### src/rtl/secret_return_check.sv
// Shadow-stack return checker: pushes JAL/JALR link addresses, pops on JR $ra and nulls mismatching returns.
// Latency 1 cycle; single output register, in_ready = !out_valid | out_ready, word held while stalled.
module secret_return_check #(
    parameter int DEPTH  = 8,
    parameter bit STRICT = 1'b1
) (
    input  logic        clk,
    input  logic        rst,
    input  logic        in_valid,
    output logic        in_ready,
    input  logic [63:0] in_instr,
    input  logic [31:0] in_pc,
    input  logic [31:0] in_target,
    output logic        out_valid,
    input  logic        out_ready,
    output logic [63:0] out_instr,
    output logic        violation,
    output logic [31:0] viol_pc,
    output logic [7:0]  overflow_cnt
);

    localparam int AW = $clog2(DEPTH);
    localparam logic [AW:0] FULL = (AW+1)'(DEPTH);

    logic [31:0]   stk [DEPTH];
    logic [AW-1:0] sp;
    logic [AW:0]   cnt;

    logic          accept;
    logic [5:0]    op;
    logic [5:0]    fn;
    logic [4:0]    rs;
    logic          is_call;
    logic          is_ret;
    logic [AW-1:0] sp_dec;
    logic [31:0]   top;
    logic          ret_bad;

    assign in_ready = !out_valid || out_ready;
    assign accept   = in_valid && in_ready;

    assign op      = in_instr[31:26];
    assign fn      = in_instr[5:0];
    assign rs      = in_instr[25:21];
    assign is_call = (op == 6'd3) || (op == 6'd0 && fn == 6'd9);
    assign is_ret  = (op == 6'd0) && (fn == 6'd8) && (rs == 5'd31);

    // sp points at the next free slot; when full that slot is also the oldest entry.
    assign sp_dec  = sp - 1'b1;
    assign top     = stk[sp_dec];
    assign ret_bad = is_ret && ((cnt != '0) ? (top != in_target) : STRICT);

    always_ff @(posedge clk) begin
        if (accept && is_call) begin
            stk[sp] <= in_pc + 32'd8;
        end
    end

    always_ff @(posedge clk or posedge rst) begin
        if (rst) begin
            sp           <= '0;
            cnt          <= '0;
            overflow_cnt <= '0;
        end else if (accept) begin
            if (is_call) begin
                sp <= sp + 1'b1;
                if (cnt == FULL) begin
                    if (overflow_cnt != 8'hff) begin
                        overflow_cnt <= overflow_cnt + 8'd1;
                    end
                end else begin
                    cnt <= cnt + 1'b1;
                end
            end else if (is_ret && cnt != '0) begin
                sp  <= sp_dec;
                cnt <= cnt - 1'b1;
            end
        end
    end

    always_ff @(posedge clk or posedge rst) begin
        if (rst) begin
            out_valid <= 1'b0;
            out_instr <= '0;
            violation <= 1'b0;
            viol_pc   <= '0;
        end else begin
            if (accept) begin
                out_valid <= 1'b1;
                out_instr <= ret_bad ? 64'd0 : in_instr;
            end else if (out_ready) begin
                out_valid <= 1'b0;
            end
            // Only the first bad return is recorded.
            if (accept && ret_bad && !violation) begin
                violation <= 1'b1;
                viol_pc   <= in_pc;
            end
        end
    end

endmodule

### config.mk
export PLATFORM = sky130hd
export DESIGN_NAME = secret_return_check
export DESIGN_NICKNAME = d
export VERILOG_FILES = /design/src/rtl/secret_return_check.sv
export SDC_FILE = /design/constraint.sdc
export NUM_CORES = 1
export LEC_CHECK = 0
export BUFFER_PORTS_ARGS = -buffer_cell sky130_fd_sc_hd__buf_2
export CAP_MARGIN = 20
export CORE_MARGIN = 2
export CORE_UTILIZATION = 45
export DETAILED_ROUTE_END_ITERATION = 6
export HOLD_SLACK_MARGIN = 0.1
export PLACE_DENSITY = 0.72
export SLEW_MARGIN = 10
export SYNTH_ARGS = -nofsm -noshare
export SYNTH_HDL_FRONTEND = slang
export SYNTH_SLANG_ARGS = --single-unit
### constraint.sdc
create_clock -name clk -period 5.8 [get_ports clk]
set_clock_uncertainty 0.1 [all_clocks]
set_input_delay 0.87 -clock clk [delete_from_list [all_inputs] [get_ports clk]]
set_output_delay 0.87 -clock clk [all_outputs]
set_load 0.02 [all_outputs]
==> summary.txt <==
Status: finished clean
Crit path DAT: 5.13 ns
Netlist cell types: 69
Leak Pwr: 7.61 nW
Min-delay worst type: reg -> reg
CP top delay family: simple AND/OR/NAND/NOR gates
Slew margin rel.: 32.6%
Post-Syn Instances: 1,114
Sequential share of power: 41.9%
Sw Pwr: 1.88 mW
Period minus WS final: 4.83 ns
Detail Route Antenna Nets: 0
Fill cell total of the finished layout: 2,942
WP buf/inv: 4
Clock tree sinks: 369
Flop2flop setup slack: 0.97 ns
Worst slew pin tran: 1.00 ns
Worst hold start: out_instr[1]$_DFFE_PP0P_
Worst-path fanout max: 54
Root Driver: clkbuf_16
Initial antenna violation count: 3
CTS resizes: 0
Core region area: 36,300 sq um
Clk slew on worst S/H paths: 0.06 ns
Worst R2R End: violation$_DFFE_PP0P_
Clk buf depth: 3
Final setup TNS: 0 ns
H-tree depth: 2
Max stage delay on crit path: 0.76 ns
Final setup vio count: 0
Ys async rst share: 30.6%
Area Overhead vs Synth: 19.3%
Critical path startpoint category: flip-flop
Hold EP: out_instr[1]$_DFFE_PP0P_
Drt drc: 0
Core Rows: 70
Setup Fix Bufs, Post-CTS: 0
Seq cells post-synth: 369
Hold Path Cell Cnt: 2
Clock power share: 38.6%
Commonest cells after routing, fill and taps aside: edfxtp_1, buf_2, nor2_1
Reg area: 10,500 sq um
WHS: 0.371 ns
Die area: 38,300 sq um
CP required: 6.11 ns
Synth warn: 0
Chip width: 196 um
Crit share post-route: 83.3%
Gate power share: 19.4%
CP dominant cell by count: buf_4
CTS tree: yes
Multi-input logic area: 5700 sq um
Congestion Overflow GR: 0
Initial Util: 45.4%
Synth Flop Type: edfxtp_1
Max-cap violations: 0
Post-layout net count: 1,506
Mapped Avg Cell Area: 14.8 sq um
Skew-Pair Late Insertion Delay: 0.55 ns
RePlAce Congestion: 0.846
Vias: 10,298
Post-synth top area cell: edfxtp_1
Layout cell share with drive strength beyond 1: 35.6%
Yosys top cell area share: 46.5%
Cell Pwr Density: 357 nW/um^2
Initial DRC Count: 829
EDFF count, synth: 256
Slowest-stage cell, CP: a2111oi_0
Kind of critical path: reg -> reg
Routed len/inst: 21.3 um
Vias in the first global route: 10,447
Fmax: 207 MHz
Critical path capture point type: flip-flop
Sw frac: 26.7%
Worst R2R Path Depth: 13
HPWL Detailed: 26,400 um
Number of buffers created by CTS: 39
Worst R2R Start: sp[0]$_DFFE_PP0P_
# hold bufs at CTS: 0
Vias/cell: 5.51
Buffers on Ports: 238
RSZ-0062 raised after global routing: false
Final WL: 39,700 um
Most common cell after layout, fill and taps aside: edfxtp_1
Die height: 196 um
Int Pwr: 5.15 mW
Post-synth net total: 1,253
Cell breakdown of the critical path: inv_1 > ha_4 > xor2_4 > buf_4 > buf_4 > nor3_1 > a2111oi_0 > and4_1 > nand4_1 > nor2_1 > a2111oi_4 > buf_12 > or2_2
First-pass GRT wire length: 60,900 um
Max Slew Vio Count: 0
Area contributors post-synth: edfxtp_1, dfrtp_1, mux4_2
Largest net degree at the start of global routing: 68
Final count of hold timing violations: 0
GRT Overall Usage: 20.9%
Final Util: 54.2%
Setup crit start: sp[0]$_DFFE_PP0P_
First-pass DRT Iterations: 7
I/O pin count: 239
Post-synthesis sequential area ratio: 63.7%
VDD IR-drop max: 198 uV
Mapped cell area: 16,500 sq um
[cells in the mapped netlist (all sizes together) (7+ instances only)]
cell,instances
a21oi,9
nor2,144
mux2,39
and3,23
dfrtp,113
xnor2,74
edfxtp,256
buf,33
xor2,20
nor4,7
nand3,22
nor3,82
nand4,7
clkbuf,20
mux4,59
nor2b,9
a2111oi,13
mux2i,23
inv,16
nand2,73
[registers in the layout (all words and copies together) (netlist names)]
| register | count |
|---|---|
| stk | 256 |
| out_instr | 64 |
| viol_pc | 32 |
| overflow_cnt | 8 |
| cnt | 4 |
| sp | 3 |
| out_valid | 1 |
| violation | 1 |
[worst register-to-register path, delay by kind of cell (launching register included)]
family	cells	cell delay, ns
flip-flops	1	0.64
XOR/XNOR	1	0.52
adder cells (fa/ha/maj)	1	0.22
AO/OA/AOI/OAI	2	0.90
AND/OR/NAND/NOR	5	1.20
buffers and inverters	4	1.15
[power by group through the flow]
stage | clock network, mW | registers (mW) | logic, mW
2_1_floorplan | 0 | 3.06 | 0.911
5_1_grt | 2.85 | 2.96 | 1.48
3_5_place_dp | 0 | 3.00 | 1.36
6_report | 2.72 | 2.95 | 1.37
3_3_place_gp | 0 | 3.00 | 1.34
4_1_cts | 2.76 | 2.95 | 1.37
[layer usage]
layer,global-route usage (%),part of all wire [%],wire [um],up-vias
met2,34.0,48,19200,360
met4,8.79,3.3,1320,0
li1,-,-,-,4658
met1,28.2,42,16900,5190
met3,3.33,5.7,2280,90
met5,0,0,0,-
[metrics by stage]
step | std cells | power (mW) | area, sq um | setup slack [ns]
finish | 1868 | 7.03 | 19700 | 0.971
global route | 1867 | 7.28 | 19700 | 0.711
CTS | 1865 | 7.08 | 19700 | 0.970
detailed placement | 1794 | 4.36 | 18300 | 1.11
global placement | 1794 | 4.34 | 18300 | 1.14
floorplan | 1114 | 3.97 | 16500 | 0.805
[kinds of logic (layout without fill, tap and decap cells)]
logic type	Yosys count	in the layout	synth area share, %
AND/OR/NAND/NOR	396	396	12.7
buffers and inverters	70	353	2.31
XOR/XNOR	94	94	5.10
adder cells (fa/ha/maj)	7	7	0.576
other	0	3	0
multiplexers	121	121	12.8
flip-flops	369	369	63.7
AO/OA/AOI/OAI	57	57	2.79
[cell type report]
| cell class | instances | area share (%) |
|---|---|---|
| clock buffer | 42 | 5.12 |
| sequential | 369 | 53.4 |
| antenna | 3 | 0.0381 |
| clock inverter | 29 | 2.06 |
| multi-input combinational | 675 | 28.9 |
| timing repair buffer | 265 | 7.14 |
| inverter | 17 | 0.337 |
| tap | 468 | 2.97 |
[worst max-delay path by stage]
stage	end	cells after the start
detailed placement	violation$_DFFE_PP0P_	13
finish	violation$_DFFE_PP0P_	13
floorplan	stk[5][0]$_DFFE_PP_	6
global placement	violation$_DFFE_PP0P_	13
global route	violation$_DFFE_PP0P_	13
CTS	violation$_DFFE_PP0P_	13
Note: power is estimated with default switching activity, not from simulation.
